**src/rtl/vref_pkg.sv**
```systemverilog
// Shared constants for the VREF power sequencer: FSM state encoding,
// default cycle counts, and the bandgap-monitor low-run length.
package vref_pkg;

    // State encoding is software visible through seq_state.
    typedef enum logic [2:0] {
        ST_OFF     = 3'd0,
        ST_LDO_UP  = 3'd1,
        ST_VREF_UP = 3'd2,
        ST_ON      = 3'd3,
        ST_PWR_DN  = 3'd4,
        ST_ERR     = 3'd5
    } vref_state_e;

    localparam int LDO_SETTLE_CYC_DEF = 64;
    localparam int BG_TIMEOUT_CYC_DEF = 1024;
    localparam int DN_HOLD_CYC_DEF    = 8;

    // Consecutive synchronized bg-low samples in ON that count as a bandgap loss.
    localparam int BG_MON_LOW_CYC     = 4;

    function automatic int max3(input int a, input int b, input int c);
        int m;
        m = (a > b) ? a : b;
        return (m > c) ? m : c;
    endfunction

endpackage

```
**src/rtl/vref_sync2.sv**
```systemverilog
// Two-flop synchronizer for a single asynchronous level, resets to 0.
module vref_sync2 (
    input  logic vref_pclk,
    input  logic vref_rst_n,
    input  logic i_d,
    output logic o_q
);

    logic r_meta;
    logic r_q;

    // Two back-to-back flops; r_meta may go metastable, r_q is the settled copy.
    always_ff @(posedge vref_pclk or negedge vref_rst_n) begin
        if (!vref_rst_n) begin
            r_meta <= 1'b0;
            r_q    <= 1'b0;
        end else begin
            r_meta <= i_d;
            r_q    <= r_meta;
        end
    end

    assign o_q = r_q;

endmodule

```
**src/rtl/vref_seq_ctrl.sv**
```systemverilog
// VREF power sequencer: OFF -> LDO_UP -> VREF_UP -> ON, with an ordered
// power-down through PWR_DN and a sticky bandgap-timeout error state.
// Optional feature macro VREF_SEQ_BG_MON_EN: while ON, a run of synchronized
// bandgap-low samples forces ERR. Undefined by default (monitor absent).
module vref_seq_ctrl
    import vref_pkg::*;
#(
    parameter int LDO_SETTLE_CYC = LDO_SETTLE_CYC_DEF,
    parameter int BG_TIMEOUT_CYC = BG_TIMEOUT_CYC_DEF,
    parameter int DN_HOLD_CYC    = DN_HOLD_CYC_DEF
) (
    input  logic       vref_pclk,
    input  logic       vref_rst_n,
    input  logic       req_on,
    input  logic [1:0] req_sc_mode,
    input  logic       err_clr,
    input  logic       bg_flag,
    output logic       ldo_en_o,
    output logic       vref_en_o,
    output logic [1:0] sc_mode_o,
    output logic       vref_ready,
    output logic       timeout_err,
    output logic [2:0] seq_state
);

    // One shared counter sized for the longest phase; it saturates at all-ones.
    localparam int CNT_MAX = max3(LDO_SETTLE_CYC, BG_TIMEOUT_CYC, DN_HOLD_CYC);
    localparam int CNT_W   = (CNT_MAX < 2) ? 1 : $clog2(CNT_MAX + 1);

    localparam logic [CNT_W-1:0] LDO_LAST = CNT_W'(LDO_SETTLE_CYC - 1);
    localparam logic [CNT_W-1:0] BG_LAST  = CNT_W'(BG_TIMEOUT_CYC - 1);
    localparam logic [CNT_W-1:0] DN_LAST  = CNT_W'(DN_HOLD_CYC - 1);

    logic              w_bg_s;
    vref_state_e       r_state;
    vref_state_e       w_nxt;
    logic [CNT_W-1:0]  r_cnt;

    logic              r_ldo_en;
    logic              r_vref_en;
    logic [1:0]        r_sc_mode;
    logic              r_ready;
    logic              r_terr;

    vref_sync2 u_bg_sync (
        .vref_pclk  (vref_pclk),
        .vref_rst_n (vref_rst_n),
        .i_d        (bg_flag),
        .o_q        (w_bg_s)
    );

`ifdef VREF_SEQ_BG_MON_EN
    localparam int               MON_W    = (BG_MON_LOW_CYC < 2) ? 1 : $clog2(BG_MON_LOW_CYC);
    localparam logic [MON_W-1:0] MON_LAST = MON_W'(BG_MON_LOW_CYC - 1);

    logic [MON_W-1:0] r_mon_cnt;

    // Count consecutive bg-low samples while ON; any high sample restarts the run.
    always_ff @(posedge vref_pclk or negedge vref_rst_n) begin
        if (!vref_rst_n)
            r_mon_cnt <= '0;
        else if (r_state != ST_ON || w_bg_s)
            r_mon_cnt <= '0;
        else if (r_mon_cnt != MON_LAST)
            r_mon_cnt <= r_mon_cnt + 1'b1;
    end
`endif

    // Next-state decode; a dropped req_on outranks every other exit from the up states.
    always_comb begin
        w_nxt = r_state;
        case (r_state)
            ST_OFF:     if (req_on) w_nxt = ST_LDO_UP;
            ST_LDO_UP:  if (r_cnt == LDO_LAST) w_nxt = ST_VREF_UP;
            ST_VREF_UP: begin
                if (w_bg_s)                 w_nxt = ST_ON;
                else if (r_cnt == BG_LAST)  w_nxt = ST_ERR;
            end
            ST_ON: begin
`ifdef VREF_SEQ_BG_MON_EN
                if (!w_bg_s && r_mon_cnt == MON_LAST) w_nxt = ST_ERR;
`endif
            end
            ST_PWR_DN:  if (r_cnt == DN_LAST) w_nxt = ST_OFF;
            ST_ERR:     if (err_clr) w_nxt = ST_OFF;
            default:    w_nxt = ST_OFF;
        endcase
        if (!req_on && (r_state inside {ST_LDO_UP, ST_VREF_UP, ST_ON}))
            w_nxt = ST_PWR_DN;
    end

    // Phase counter: restarts on every state change, otherwise counts up and saturates.
    always_ff @(posedge vref_pclk or negedge vref_rst_n) begin
        if (!vref_rst_n)
            r_cnt <= '0;
        else if (w_nxt != r_state)
            r_cnt <= '0;
        else if (r_cnt != {CNT_W{1'b1}})
            r_cnt <= r_cnt + 1'b1;
    end

    // State and outputs registered together so outputs follow the state they describe.
    always_ff @(posedge vref_pclk or negedge vref_rst_n) begin
        if (!vref_rst_n) begin
            r_state   <= ST_OFF;
            r_ldo_en  <= 1'b0;
            r_vref_en <= 1'b0;
            r_sc_mode <= 2'b00;
            r_ready   <= 1'b0;
            r_terr    <= 1'b0;
        end else begin
            r_state   <= w_nxt;
            r_ldo_en  <= (w_nxt inside {ST_LDO_UP, ST_VREF_UP, ST_ON, ST_PWR_DN});
            r_vref_en <= (w_nxt inside {ST_VREF_UP, ST_ON});
            r_sc_mode <= (w_nxt == ST_ON) ? req_sc_mode : 2'b00;
            r_ready   <= (w_nxt == ST_ON);
            r_terr    <= (w_nxt == ST_ERR);
        end
    end

    assign ldo_en_o    = r_ldo_en;
    assign vref_en_o   = r_vref_en;
    assign sc_mode_o   = r_sc_mode;
    assign vref_ready  = r_ready;
    assign timeout_err = r_terr;
    assign seq_state   = r_state;

endmodule
```
**config.mk**
```make
export PLATFORM = sky130hd
export DESIGN_NAME = vref_seq_ctrl
export DESIGN_NICKNAME = d
export VERILOG_FILES = /design/src/rtl/vref_pkg.sv /design/src/rtl/vref_sync2.sv /design/src/rtl/vref_seq_ctrl.sv
export SDC_FILE = /design/constraint.sdc
export NUM_CORES = 1
export LEC_CHECK = 0
export ABC_AREA = 1
export BUFFER_PORTS_ARGS = -buffer_cell sky130_fd_sc_hd__buf_2
export CAP_MARGIN = 20
export CORE_MARGIN = 2
export CORE_UTILIZATION = 42
export CTS_CLUSTER_DIAMETER = 150
export CTS_CLUSTER_SIZE = 30
export DETAILED_ROUTE_END_ITERATION = 6
export HOLD_SLACK_MARGIN = 0.12
export PLACE_DENSITY = 0.63
export SLEW_MARGIN = 10
export SYNTH_ARGS = -nofsm -noshare
export SYNTH_HDL_FRONTEND = slang
export SYNTH_SLANG_ARGS = --single-unit
```
**constraint.sdc**
```tcl
create_clock -name vref_pclk -period 4.2 [get_ports vref_pclk]
set_input_delay 0.42 -clock vref_pclk [delete_from_list [all_inputs] [get_ports vref_pclk]]
set_output_delay 0.42 -clock vref_pclk [all_outputs]
set_load 0.01 [all_outputs]
```
==> results.md <==
- Status: completed
- CTS clk-pin slew, worst paths: 0.13 ns
- Congestion Overflow GR: 0
- Maximum cell stage delay along the critical path: 0.40 ns
- Top Family by Delay on Critical Path: simple AND/OR/NAND/NOR gates
- Worst-path cell chain: ha_1 -> inv_1 -> nor2_4 -> nand3_2 -> nand2_1 -> nand2_1 -> nand3_2 -> nand2_4 -> nand2_2 -> nand3_2 -> nor2_1
- All-layer global routing usage: 15.6%
- Number of violations of the max-capacitance limit: 0
- Cell with the largest stage delay on the worst path: dfrtp_1
- P per Cell Area: 504 nW/µm²
- Headroom to the max-slew limit: 68.0%
- R2R depth: 11
- Actual slew at the worst max-slew pin: 0.480 ns
- Max-slew violation total from the final report: 0
- Sum of internal, switching and leakage power: 686 µW
- Most common cell type on the critical path: nand3_2
- # Post-CTS Setup Buffers: 0
- CTS Buffer Depth: 2
- Top achievable clock speed: 543 MHz
- Number of clock sinks: 22
- Final Hold Viols: 0
- Number of warnings issued by yosys: 0
- Total stage count of the critical path: 11
- Number of cells on the worst hold path: 1
- Path type of the worst setup path: flop to flop
- Number of storage elements in the synthesis netlist: 22
- Post-route minimum period: 1.84 ns
- Worst path arrival time: 2.08 ns
- Post-synth cell types: 24
- Peak ir drop on the vdd network: 0.342 mV
- Antenna violations before repair: 0
- Total CTS buffers: 3
- Die Area: 3290 µm²
- Fraction of synthesized cell area taken by the top area cell type: 46.1%
- Maximum level of the CTS H-tree: 1
- Startpoint Class: flop
- Area leader, netlist: dfrtp_1
- Later-pin clock latency in the skew report: 0.31 ns
- Top area cells in the synthesized netlist: dfrtp_1 (46%), nand2_1 (10%), nand3_1 (6.7%), inv_1 (6.3%), nor2_2 (6.3%)
- Starting Density: 43.7%
- Setup repair after global routing missed its margin: no
- Horizontal die dimension: 57.3 µm
- Most used cells in the layout excluding fill and tap cells: nand2_1 (32), dfrtp_1 (22), inv_1 (20)
- Number of instances in the synthesized netlist: 148
- Area taken by flip-flops and latches: 551 µm²
- Placement row count: 19
- Via density per instance: 4.76
- Largest net degree at the start of global routing: 23
- Ports: 16
- Vertical die dimension: 57.3 µm
- Hold Buf Count CTS: 1
- Setup clock skew after layout: 0.00655 ns
- Multi-input gate area: 558 µm²
- Kind of end point of the critical path: flop
- Wirelength, routed: 2240 µm
- Number of nets in the final layout: 176
- Cells resized by post-CTS repair: 0
- Proportion of synthesized chip area in sequential cells: 46.1%
- Fraction of final layout cells with drive strength greater than 1: 25.7%
- Routability congestion estimate from global placement: 0.856
- Clock root buffer: clkbuf_4
- DRC viols: 0
- Net count after synthesis: 156
- Number of global-route vias before repair: 915
- Netlist area before placement: 1190 µm²
- Average cell area after synthesis: 8.07 µm²
- Number of vias after detailed routing: 942
- Post-DP HPWL: 1680 µm
- Port Buffers: 15
- Wire length per cell: 11.3 µm
- Worst path bufs/invs: 1
- Starting DRT DRC Count: 37
- Area inside the core boundary: 2730 µm²
- Detailed-routing iteration count for the pre-antenna-repair pass: 4
- Summed negative setup slack over all endpoints: 0 ns
- Residual antenna-violating net count after detailed routing: 0
- Antenna diode count: 0
- Path class of the lowest-slack min-delay path: input pin to flop
- Wire length of the first global-routing pass: 4060 µm
- Number of endpoints failing setup at the final stage: 0
- Area added between synthesis and finish: 13.8%
- Leakage power: 0.690 nW
- Highest net fanout along the worst path: 11
- Most frequent standard cell in the layout excluding fill and tap cells: nand2_1
- Period utilization: 43.8%
- Critical Path RT: 4.44 ns
- Layout fillers: 268
- CTS tree: done
==> flip-flops by register name, summed over array words and instances, names as in the netlist <==
register,flops
ldo_en_o,1
r_cnt,11
sc_mode_o,2
seq_state,3
timeout_err,1
u_bg_sync.o_q,1
u_bg_sync.r_meta,1
vref_en_o,1
vref_ready,1
==> final cells by class <==
cell class | instances | area share [%]
multi-input combinational | 105 | 41.0
sequential | 22 | 40.5
timing repair buffer | 16 | 6.26
inverter | 20 | 5.52
tap | 31 | 2.85
clock inverter | 1 | 2.21
clock buffer | 3 | 1.66
==> routing by layer <==
metal,GRT usage [%],share of wire [%],vias to the layer above
met5,0,0,-
met4,3.99,1.1,0
met1,23.7,52,417
met3,2.95,3.1,5
li1,-,-,504
met2,22.9,44,16
==> power by group <==
part | switching (mW) | internal, mW | leakage (nW)
Sequential | 0.0264 | 0.239 | 0.295
Combinational | 0.176 | 0.0801 | 0.367
Clock | 0.0680 | 0.0964 | 0.0279
==> metrics by stage <==
| stage | std cells | setup WS, ns | utilization, % | hold WS, ns | cell area [µm²] |
|---|---|---|---|---|---|
| global route | 198 | 2.13 | 49.7 | 0.186 | 1360 |
| global placement | 193 | 2.45 | 47.5 | 0.336 | 1300 |
| finish | 198 | 2.36 | 49.7 | 0.201 | 1360 |
| CTS | 198 | 2.34 | 49.7 | 0.200 | 1360 |
| detailed placement | 193 | 2.37 | 47.5 | 0.339 | 1300 |
| floorplan | 148 | 2.64 | - | 0.124 | 1190 |
==> worst register-to-register path, delay by kind of cell (launching register included) <==
family / cells / cell delay [ns]
buffers and inverters: 1 / 0.10
DFF: 1 / 0.40
and+or+nand+nor: 9 / 1.05
adders and majority gates: 1 / 0.22
==> cell usage after synthesis <==
cell	count
nand3b_1	1
nand3_2	3
xor2_1	1
xnor2_1	1
buf_6	1
nand3_1	16
nand2_1	32
nor3_1	2
nor3b_1	2
ha_1	1
o22ai_1	1
nand2_4	1
inv_1	20
nor2_4	3
o21ai_0	4
or2_1	1
nor2_2	12
nor2_1	15
nand4_1	1
and3_1	1
dfrtp_1	22
a21oi_1	1
nand2_2	5
a21boi_0	1
==> cells by family after synthesis <==
kind of cell	Yosys count	share of synthesized area, %
fa+ha+maj	1	1.05
buf+inv	21	7.22
simple gates	95	40.9
xor+xnor	2	1.47
compound gates	7	3.25
flops	22	46.1
==> worst paths after layout <==
kind,startpoint,slack [ns],to
worst max-delay path,r_cnt[0],2.36,r_cnt[3]
worst min-delay path,bg_flag,0.20,u_bg_sync.r_meta
worst max register to register,r_cnt[0],2.36,r_cnt[3]
worst min register to register,u_bg_sync.r_meta,0.37,u_bg_sync.o_q
max in group asynchronous,vref_rst_n,3.29,r_cnt[8]
min in group asynchronous,vref_rst_n,0.58,r_cnt[2]
Power figures use the tool's default switching activity.
